<file path="config.mk">
export PLATFORM = sky130hd
export DESIGN_NAME = fetch_buffer_flat
export DESIGN_NICKNAME = d
export VERILOG_FILES = /design/src/rtl/fetch_buffer_if.sv /design/src/rtl/fetch_buffer.sv /design/src/flat_wrapper.sv
export SDC_FILE = /design/constraint.sdc
export NUM_CORES = 1
export LEC_CHECK = 0
export ABC_AREA = 0
export CAP_MARGIN = 15
export CORE_UTILIZATION = 40
export DETAILED_ROUTE_END_ITERATION = 10
export GPL_ROUTABILITY_DRIVEN = 0
export PLACE_DENSITY = 0.57
export REMOVE_ABC_BUFFERS = 1
export SETUP_SLACK_MARGIN = 0.2
export SYNTH_ARGS = -nofsm -noshare
export SYNTH_HDL_FRONTEND = slang
export SYNTH_SLANG_ARGS = --single-unit
</file>
<file path="constraint.sdc">
create_clock -name clock -period 13.5 [get_ports clock]
set_input_delay 2.7 -clock clock [delete_from_list [all_inputs] [get_ports clock]]
set_output_delay 2.7 -clock clock [all_outputs]
set_load 0.02 [all_outputs]
</file>
<file path="src/rtl/fetch_buffer_if.sv">
// -----------------------------------------------------------------------------
// fetch_buffer_if
//   Groups the fetch-side bundle, the decode-side bundle and the flow-control
//   signals of the fetch buffer. Each IF_ID packet is carried as parallel
//   per-lane fields (valid, inst, PC, NPC, predict_taken), with lane 0 being
//   the oldest instruction.
//   master : fetch/decode side (drives bundle, squash, dispatch_num)
//   slave  : fetch buffer (drives fb_stall, id_* bundle, fb_count)
// -----------------------------------------------------------------------------
interface fetch_buffer_if #(
    parameter int N     = 2,
    parameter int DEPTH = 8
);
    logic                           squash;
    logic [N-1:0]                   if_valid;
    logic [N-1:0][31:0]             if_inst;
    logic [N-1:0][31:0]             if_pc;
    logic [N-1:0][31:0]             if_npc;
    logic [N-1:0]                   if_pt;
    logic [$clog2(N+1)-1:0]         dispatch_num;

    logic                           fb_stall;
    logic [N-1:0]                   id_valid;
    logic [N-1:0][31:0]             id_inst;
    logic [N-1:0][31:0]             id_pc;
    logic [N-1:0][31:0]             id_npc;
    logic [N-1:0]                   id_pt;
    logic [$clog2(DEPTH+1)-1:0]     fb_count;

    modport master (
        output squash, if_valid, if_inst, if_pc, if_npc, if_pt, dispatch_num,
        input  fb_stall, id_valid, id_inst, id_pc, id_npc, id_pt, fb_count
    );

    modport slave (
        input  squash, if_valid, if_inst, if_pc, if_npc, if_pt, dispatch_num,
        output fb_stall, id_valid, id_inst, id_pc, id_npc, id_pt, fb_count
    );
endinterface

</file>
<file path="src/rtl/fetch_buffer.sv">
// -----------------------------------------------------------------------------
// fetch_buffer
//   Instruction queue between fetch and decode. A DEPTH-entry ring absorbs up
//   to N packets per cycle (valid lanes compacted in lane order) and presents
//   the N oldest entries to decode, lane 0 oldest. Stalls fetch when a full
//   bundle might not fit; squash empties the queue on the next edge.
//   Ports:
//     clock  in  rising-edge clock
//     reset  in  asynchronous reset, active low
//     fb     fetch_buffer_if.slave (bundle in, bundle out, stall, count)
// -----------------------------------------------------------------------------
module fetch_buffer #(
    parameter int DEPTH = 8,
    parameter int N     = 2
) (
    input  logic           clock,
    input  logic           reset,
    fetch_buffer_if.slave  fb
);
    localparam int          IW  = $clog2(DEPTH);
    localparam int          PW  = IW + 1;          // pointer with wrap bit
    localparam int          CW  = $clog2(DEPTH + 1);
    localparam int          DW  = $clog2(N + 1);
    localparam logic [31:0] NOP = 32'h0000_0013;

    // Ring storage: payload only, never reset (validity comes from r_count).
    logic [31:0]    r_inst [DEPTH];
    logic [31:0]    r_pc   [DEPTH];
    logic [31:0]    r_npc  [DEPTH];
    logic           r_pt   [DEPTH];

    logic [PW-1:0]  r_head, r_tail;
    logic [CW-1:0]  r_count;

    logic                   w_stall, w_accept;
    logic [N-1:0][DW-1:0]   w_slot;
    logic [DW-1:0]          w_vcnt, w_enq, w_avail, w_deq;

    // Stall looks only at registered occupancy: (DEPTH - count) < N.
    assign w_stall  = (r_count > CW'(DEPTH - N));
    assign w_accept = !w_stall && !fb.squash;

    // Prefix count of valid lanes gives each valid lane its offset from tail,
    // which closes any gaps between valid lanes.
    always_comb begin
        w_vcnt = '0;
        for (int i = 0; i < N; i++) begin
            w_slot[i] = w_vcnt;
            if (fb.if_valid[i]) w_vcnt = w_vcnt + DW'(1);
        end
    end

    assign w_enq   = w_accept ? w_vcnt : '0;
    assign w_avail = (r_count < CW'(N)) ? DW'(r_count) : DW'(N);
    // Decode may ask for more than is presented; clamp to what is visible.
    assign w_deq   = (fb.dispatch_num < w_avail) ? fb.dispatch_num : w_avail;

    always_ff @(posedge clock) begin
        for (int i = 0; i < N; i++) begin
            if (w_accept && fb.if_valid[i]) begin
                logic [PW-1:0] p;
                p = r_tail + PW'(w_slot[i]);
                r_inst[p[IW-1:0]] <= fb.if_inst[i];
                r_pc[p[IW-1:0]]   <= fb.if_pc[i];
                r_npc[p[IW-1:0]]  <= fb.if_npc[i];
                r_pt[p[IW-1:0]]   <= fb.if_pt[i];
            end
        end
    end

    always_ff @(posedge clock or negedge reset) begin
        if (!reset) begin
            r_head  <= '0;
            r_tail  <= '0;
            r_count <= '0;
        end else if (fb.squash) begin
            r_head  <= '0;
            r_tail  <= '0;
            r_count <= '0;
        end else begin
            r_head  <= r_head + PW'(w_deq);
            r_tail  <= r_tail + PW'(w_enq);
            r_count <= r_count + CW'(w_enq) - CW'(w_deq);
            assert (r_count <= CW'(DEPTH));
        end
    end

    // Output lanes: entry[head+i] while i < min(count, N), else a NOP bubble.
    always_comb begin
        fb.id_valid = '0;
        fb.id_inst  = '0;
        fb.id_pc    = '0;
        fb.id_npc   = '0;
        fb.id_pt    = '0;
        for (int i = 0; i < N; i++) begin
            logic [PW-1:0] p;
            p = r_head + PW'(i);
            if (DW'(i) < w_avail) begin
                fb.id_valid[i] = 1'b1;
                fb.id_inst[i]  = r_inst[p[IW-1:0]];
                fb.id_pc[i]    = r_pc[p[IW-1:0]];
                fb.id_npc[i]   = r_npc[p[IW-1:0]];
                fb.id_pt[i]    = r_pt[p[IW-1:0]];
            end else begin
                fb.id_inst[i]  = NOP;
            end
        end
    end

    assign fb.fb_stall = w_stall;
    assign fb.fb_count = r_count;
endmodule

</file>
<file path="src/flat_wrapper.sv">
// flat-port wrapper written by rule: the top's interface ports become plain ports
module fetch_buffer_flat 
#(
    parameter int DEPTH = 8,
    parameter int N     = 2
)
  (clock, reset, fb_squash, fb_if_valid, fb_if_inst, fb_if_pc, fb_if_npc, fb_if_pt, fb_dispatch_num, fb_fb_stall, fb_id_valid, fb_id_inst, fb_id_pc, fb_id_npc, fb_id_pt, fb_fb_count);
  fetch_buffer_if #(.N(N), .DEPTH(DEPTH)) fb_i ();
  input  logic clock;
  input  logic reset;
  input wire logic [$bits(fb_i.squash)-1:0] fb_squash;
  input wire logic [$bits(fb_i.if_valid)-1:0] fb_if_valid;
  input wire logic [$bits(fb_i.if_inst)-1:0] fb_if_inst;
  input wire logic [$bits(fb_i.if_pc)-1:0] fb_if_pc;
  input wire logic [$bits(fb_i.if_npc)-1:0] fb_if_npc;
  input wire logic [$bits(fb_i.if_pt)-1:0] fb_if_pt;
  input wire logic [$bits(fb_i.dispatch_num)-1:0] fb_dispatch_num;
  output wire logic [$bits(fb_i.fb_stall)-1:0] fb_fb_stall;
  output wire logic [$bits(fb_i.id_valid)-1:0] fb_id_valid;
  output wire logic [$bits(fb_i.id_inst)-1:0] fb_id_inst;
  output wire logic [$bits(fb_i.id_pc)-1:0] fb_id_pc;
  output wire logic [$bits(fb_i.id_npc)-1:0] fb_id_npc;
  output wire logic [$bits(fb_i.id_pt)-1:0] fb_id_pt;
  output wire logic [$bits(fb_i.fb_count)-1:0] fb_fb_count;
  assign fb_i.squash = fb_squash;
  assign fb_i.if_valid = fb_if_valid;
  assign fb_i.if_inst = fb_if_inst;
  assign fb_i.if_pc = fb_if_pc;
  assign fb_i.if_npc = fb_if_npc;
  assign fb_i.if_pt = fb_if_pt;
  assign fb_i.dispatch_num = fb_dispatch_num;
  assign fb_fb_stall = fb_i.fb_stall;
  assign fb_id_valid = fb_i.id_valid;
  assign fb_id_inst = fb_i.id_inst;
  assign fb_id_pc = fb_i.id_pc;
  assign fb_id_npc = fb_i.id_npc;
  assign fb_id_pt = fb_i.id_pt;
  assign fb_fb_count = fb_i.fb_count;
  fetch_buffer #(.DEPTH(DEPTH), .N(N)) u_core (.clock(clock), .reset(reset), .fb(fb_i));
endmodule
</file>
==> results.py <==
metrics = {
    "final_layout": {
        "fin_area_sq_mm": 0.0528,
        "fillers": 9196,
        "layout.cells.non_filler": 4356,
        "layout.nets": 3015,
        "post_route_cells_drive_above_1_share": 0.471,
        "area_growth_syn_to_layout_pct": 18.7,
    },
    "critical_path": {
        "critical_path_data_required_time_ns": 10.80,
        "cp_common_cell": "sky130_fd_sc_hd__buf_4",
        "end_kind": "output pin",
        "crit_path_start": "u_core.r_head[0]",
        "slowest_delay_ns": 0.97,
        "critical_path.slowest_cell": "sky130_fd_sc_hd__dfrtp_4",
        "critical_path_peak_fanout": 55,
        "setup.worst_path.class": "flip-flop to output pin",
        "worst_setup_path_start_kind": "flip-flop",
        "worstPathArrival_ns": 5.72,
        "reg2reg_from": "u_core.r_tail[0]",
        "path_cells": "buf_4, buf_4, buf_4, mux4_2, a22o_1, clkdlybuf4s50_1",
    },
    "floorplanning": {
        "die_width_microns": 335,
        "floorplan.die_area_sq_mm": 0.112,
        "floorplan.rows": 121,
        "io-pin-count": 402,
        "coreArea_sq_mm": 0.109,
        "die_h_microns": 335,
        "initial_utilization": 0.406,
    },
    "place": {
        "port-buffer-count": 401,
        "numPlacedInstances": 4176,
        "placement.cell_area_sq_mm": 0.0499,
        "preCtsSetupSlack_ns": 5.67,
        "dp.final_hpwl_microns": 80000,
    },
    "cts": {
        "cts_made_buffers": 94,
        "h-tree-depth": 3,
        "insertion_delay_ns": 0.68,
        "cts.clk_slew.worst_paths_ns": 0.06,
        "ctsRootBufferMaster": "sky130_fd_sc_hd__clkbuf_16",
        "postCtsSetupRepairBufs": 0,
        "cts_tree": "yes",
        "hold_buffers": 0,
        "tritoncts_num_sinks": 786,
        "cts.path.max_buffers": 3,
        "resized_gates_after_cts": 0,
    },
    "yosys": {
        "post_syn_instances": 2468,
        "synth.yosys.seq_area_share": 0.530,
        "synthesis.area_per_instance_sq_um": 18.0,
        "synth.distinct_cells": 34,
        "yosysWarnings": 0,
        "netlist_area_sq_mm": 0.0445,
        "post_synthesis_register_bit_count": 786,
    },
    "global_routing": {
        "globalRouteTotalUtil": 0.255,
        "grt_pass1_vias": 29300,
        "first_pass_grt_wire_length_microns": 207000,
        "globalRouteOverflowTotal": 0,
        "grt_max_degree": 139,
        "grt_antenna_before_repair": 23,
    },
    "drt": {
        "route.met2.wl_microns": 74600,
        "drt.antenna.violating_nets": 0,
        "route.detailed.drc": 0,
        "drtIter0Drc": 2048,
        "routed_via_density": 6.25,
        "detailed_route_wire_length_on_metal_1_microns": 56600,
        "wl_per_cell_microns": 33.1,
        "detailroute.via_count": 27200,
        "maxUsedRoutingLayer": "met5",
        "routed-wl-met3_microns": 9360,
        "firstDrtPassIters": 5,
        "finalWirelength_microns": 144000,
    },
    "sta": {
        "worst_clock_skew_ns": 0.0184,
        "maxSlewViolCount": 0,
        "final.period_utilization": 0.624,
        "achievable_freq_mhz": 119,
        "timing_worst_slew_pin_value_ns": 1.20,
        "final-hold-violation-count": 0,
        "rsz0062_at_grt": "false",
        "setup_violations": 0,
        "worst_slack_ns": 5.08,
        "min_period_ns": 8.42,
        "holdWs_ns": 0.744,
        "slew_headroom": 0.202,
    },
    "power": {
        "p_total_mw": 11.0,
        "power_per_cell_area_mw_per_mm2": 208,
        "worst_ir_drop_on_vdd_v": 0.000166,
        "cellLeakagePower_nw": 16.8,
    },
    "run_status": {
        "status": "completed",
    },
    "hold_path": {
        "hold_path_startpoint": "u_core.r_tail[2]",
        "type_of_the_worst_min_delay_path": "flip-flop to flip-flop",
    },
    "job": {
        "timing.max_cap.violations": 0,
    },
}
==> registers in the layout, summed over array words and instances (netlist names) <==
| register | cells |
|---|---|
| u_core.r_tail | 3 |
| u_core.r_pc | 256 |
| u_core.fb.fb_count | 4 |
| u_core.r_head | 3 |
| u_core.r_inst | 256 |
| u_core.r_pt | 8 |
| u_core.r_npc | 256 |
==> layout make-up <==
cell class / count / area, sq um / share of cell area
antenna: 9 / 22.5 / 0.000427
clock buffer: 125 / 2510 / 0.0476
clock inverter: 46 / 304 / 0.00576
inverter: 12 / 45.0 / 0.000853
multi-input combinational: 1453 / 20100 / 0.380
sequential: 786 / 23600 / 0.446
tap: 1476 / 1850 / 0.0350
timing repair buffer: 449 / 4420 / 0.0838
==> critical path: cells and delay by family (launching register included) <==
kind	cells	cell delay, ns
flip-flops	1	0.97
multiplexers	1	0.60
AO/OA/AOI/OAI	1	0.25
buffers and inverters	4	3.05
==> layer usage <==
metal,vias to the layer above,GRT usage
met1,14800,0.315
met5,-,0
met4,22,0.0722
met2,1014,0.449
li1,11200,-
met3,228,0.0531
==> final timing paths <==
check	end	cells past startpoint	slack, ns
worst min register to register	u_core.r_tail[2]	2	0.74
min in group asynchronous	u_core.fb.fb_count[3]	1	2.39
worst min-delay path	u_core.r_tail[2]	2	0.74
worst max register to register	u_core.r_pc[7][5]	8	9.07
max in group asynchronous	u_core.r_head[0]	1	10.70
worst max-delay path	fb_id_inst[49]	6	5.08
==> layout by cell type (no fill, tap or decap), types with 3 or more instances in the layout <==
cell and count:
sky130_fd_sc_hd__a21oi_1 3, sky130_fd_sc_hd__nor2b_1 9, sky130_fd_sc_hd__nand2_1 6, sky130_fd_sc_hd__fa_1 4
sky130_fd_sc_hd__inv_6 3, sky130_fd_sc_hd__nor2_4 9, sky130_fd_sc_hd__a32oi_1 4, sky130_fd_sc_hd__inv_1 12
sky130_fd_sc_hd__xor2_1 4, sky130_fd_sc_hd__diode_2 9, sky130_fd_sc_hd__o22a_1 6, sky130_fd_sc_hd__buf_12 4
sky130_fd_sc_hd__nand3_4 5, sky130_fd_sc_hd__clkinv_1 21, sky130_fd_sc_hd__a22o_1 188, sky130_fd_sc_hd__mux4_2 388
sky130_fd_sc_hd__mux2_2 769, sky130_fd_sc_hd__nor2_1 11, sky130_fd_sc_hd__bufinv_16 3, sky130_fd_sc_hd__mux2_1 7
sky130_fd_sc_hd__ha_1 13, sky130_fd_sc_hd__clkinv_2 17, sky130_fd_sc_hd__clkbuf_16 96, sky130_fd_sc_hd__clkdlybuf4s50_1 401
sky130_fd_sc_hd__clkbuf_1 29, sky130_fd_sc_hd__dfrtp_1 8, sky130_fd_sc_hd__edfxtp_1 776, sky130_fd_sc_hd__xnor2_1 4
sky130_fd_sc_hd__buf_4 44, sky130_fd_sc_hd__and2_1 4
==> kinds of logic (layout without fill, tap and decap cells) <==
kind of cell,Yosys count,count (layout),share of synthesized area
AO/OA/AOI/OAI,209,209,0.0409
XOR/XNOR,8,8,0.00158
adder cells (fa/ha/maj),18,18,0.00574
buffers and inverters,229,632,0.0224
flip-flops,786,786,0.530
multiplexers,1164,1164,0.393
other,0,9,0
AND/OR/NAND/NOR,54,54,0.00642
==> synthesized netlist by cell type <==
| master | instances | share of area |
|---|---|---|
| sky130_fd_sc_hd__edfxtp_1 | 776 | 0.52 |
| sky130_fd_sc_hd__mux2_2 | 769 | 0.19 |
| sky130_fd_sc_hd__mux4_2 | 388 | 0.20 |
| sky130_fd_sc_hd__a22o_1 | 188 | 0.037 |
| sky130_fd_sc_hd__buf_2 | 86 | 0.0097 |
| sky130_fd_sc_hd__clkbuf_1 | 83 | 0.0070 |
| sky130_fd_sc_hd__buf_1 | 40 | 0.0034 |
| sky130_fd_sc_hd__nor2_1 | 20 | 0.0017 |
| sky130_fd_sc_hd__ha_1 | 14 | 0.0039 |
| sky130_fd_sc_hd__inv_1 | 12 | 0.0010 |
| sky130_fd_sc_hd__dfrtp_1 | 10 | 0.0056 |
| sky130_fd_sc_hd__nor2b_1 | 9 | 0.0013 |
| sky130_fd_sc_hd__buf_4 | 8 | 0.0014 |
| sky130_fd_sc_hd__mux2_1 | 7 | 0.0018 |
| sky130_fd_sc_hd__nand2_1 | 7 | 0.00059 |
| sky130_fd_sc_hd__o22a_1 | 6 | 0.0012 |
| sky130_fd_sc_hd__a21oi_1 | 5 | 0.00056 |
| sky130_fd_sc_hd__and2_1 | 5 | 0.00070 |
| sky130_fd_sc_hd__a32oi_1 | 4 | 0.00079 |
| sky130_fd_sc_hd__fa_1 | 4 | 0.0018 |
| sky130_fd_sc_hd__nand3_2 | 4 | 0.00090 |
| sky130_fd_sc_hd__xnor2_1 | 4 | 0.00079 |
| sky130_fd_sc_hd__xor2_1 | 4 | 0.00079 |
| sky130_fd_sc_hd__a21o_1 | 2 | 0.00034 |
| sky130_fd_sc_hd__a22oi_1 | 2 | 0.00034 |
| sky130_fd_sc_hd__and3_1 | 2 | 0.00028 |
| sky130_fd_sc_hd__nand2b_1 | 2 | 0.00028 |
| sky130_fd_sc_hd__a211oi_4 | 1 | 0.00045 |
| sky130_fd_sc_hd__a21boi_0 | 1 | 0.00017 |
| sky130_fd_sc_hd__and2_0 | 1 | 0.00014 |
| sky130_fd_sc_hd__nand3_1 | 1 | 0.00011 |
| sky130_fd_sc_hd__nand4_1 | 1 | 0.00014 |
| sky130_fd_sc_hd__nor3b_1 | 1 | 0.00017 |
| sky130_fd_sc_hd__or2_2 | 1 | 0.00014 |
==> through the flow <==
stage | setup TNS [ns] | utilization
6_report | 0 | 0.482
2_1_floorplan | -777.63 | -
3_5_place_dp | 0 | 0.456
5_1_grt | 0 | 0.482
4_1_cts | 0 | 0.482
3_3_place_gp | 0 | 0.456
==> power breakdown <==
| part | leakage, nW | internal, mW | switching (mW) |
|---|---|---|---|
| sequential | 7.15 | 2.85 | 0.128 |
| clock | 1.38 | 1.36 | 1.03 |
| combinational | 8.26 | 2.67 | 2.95 |
Note: power is estimated with default switching activity, not from simulation.
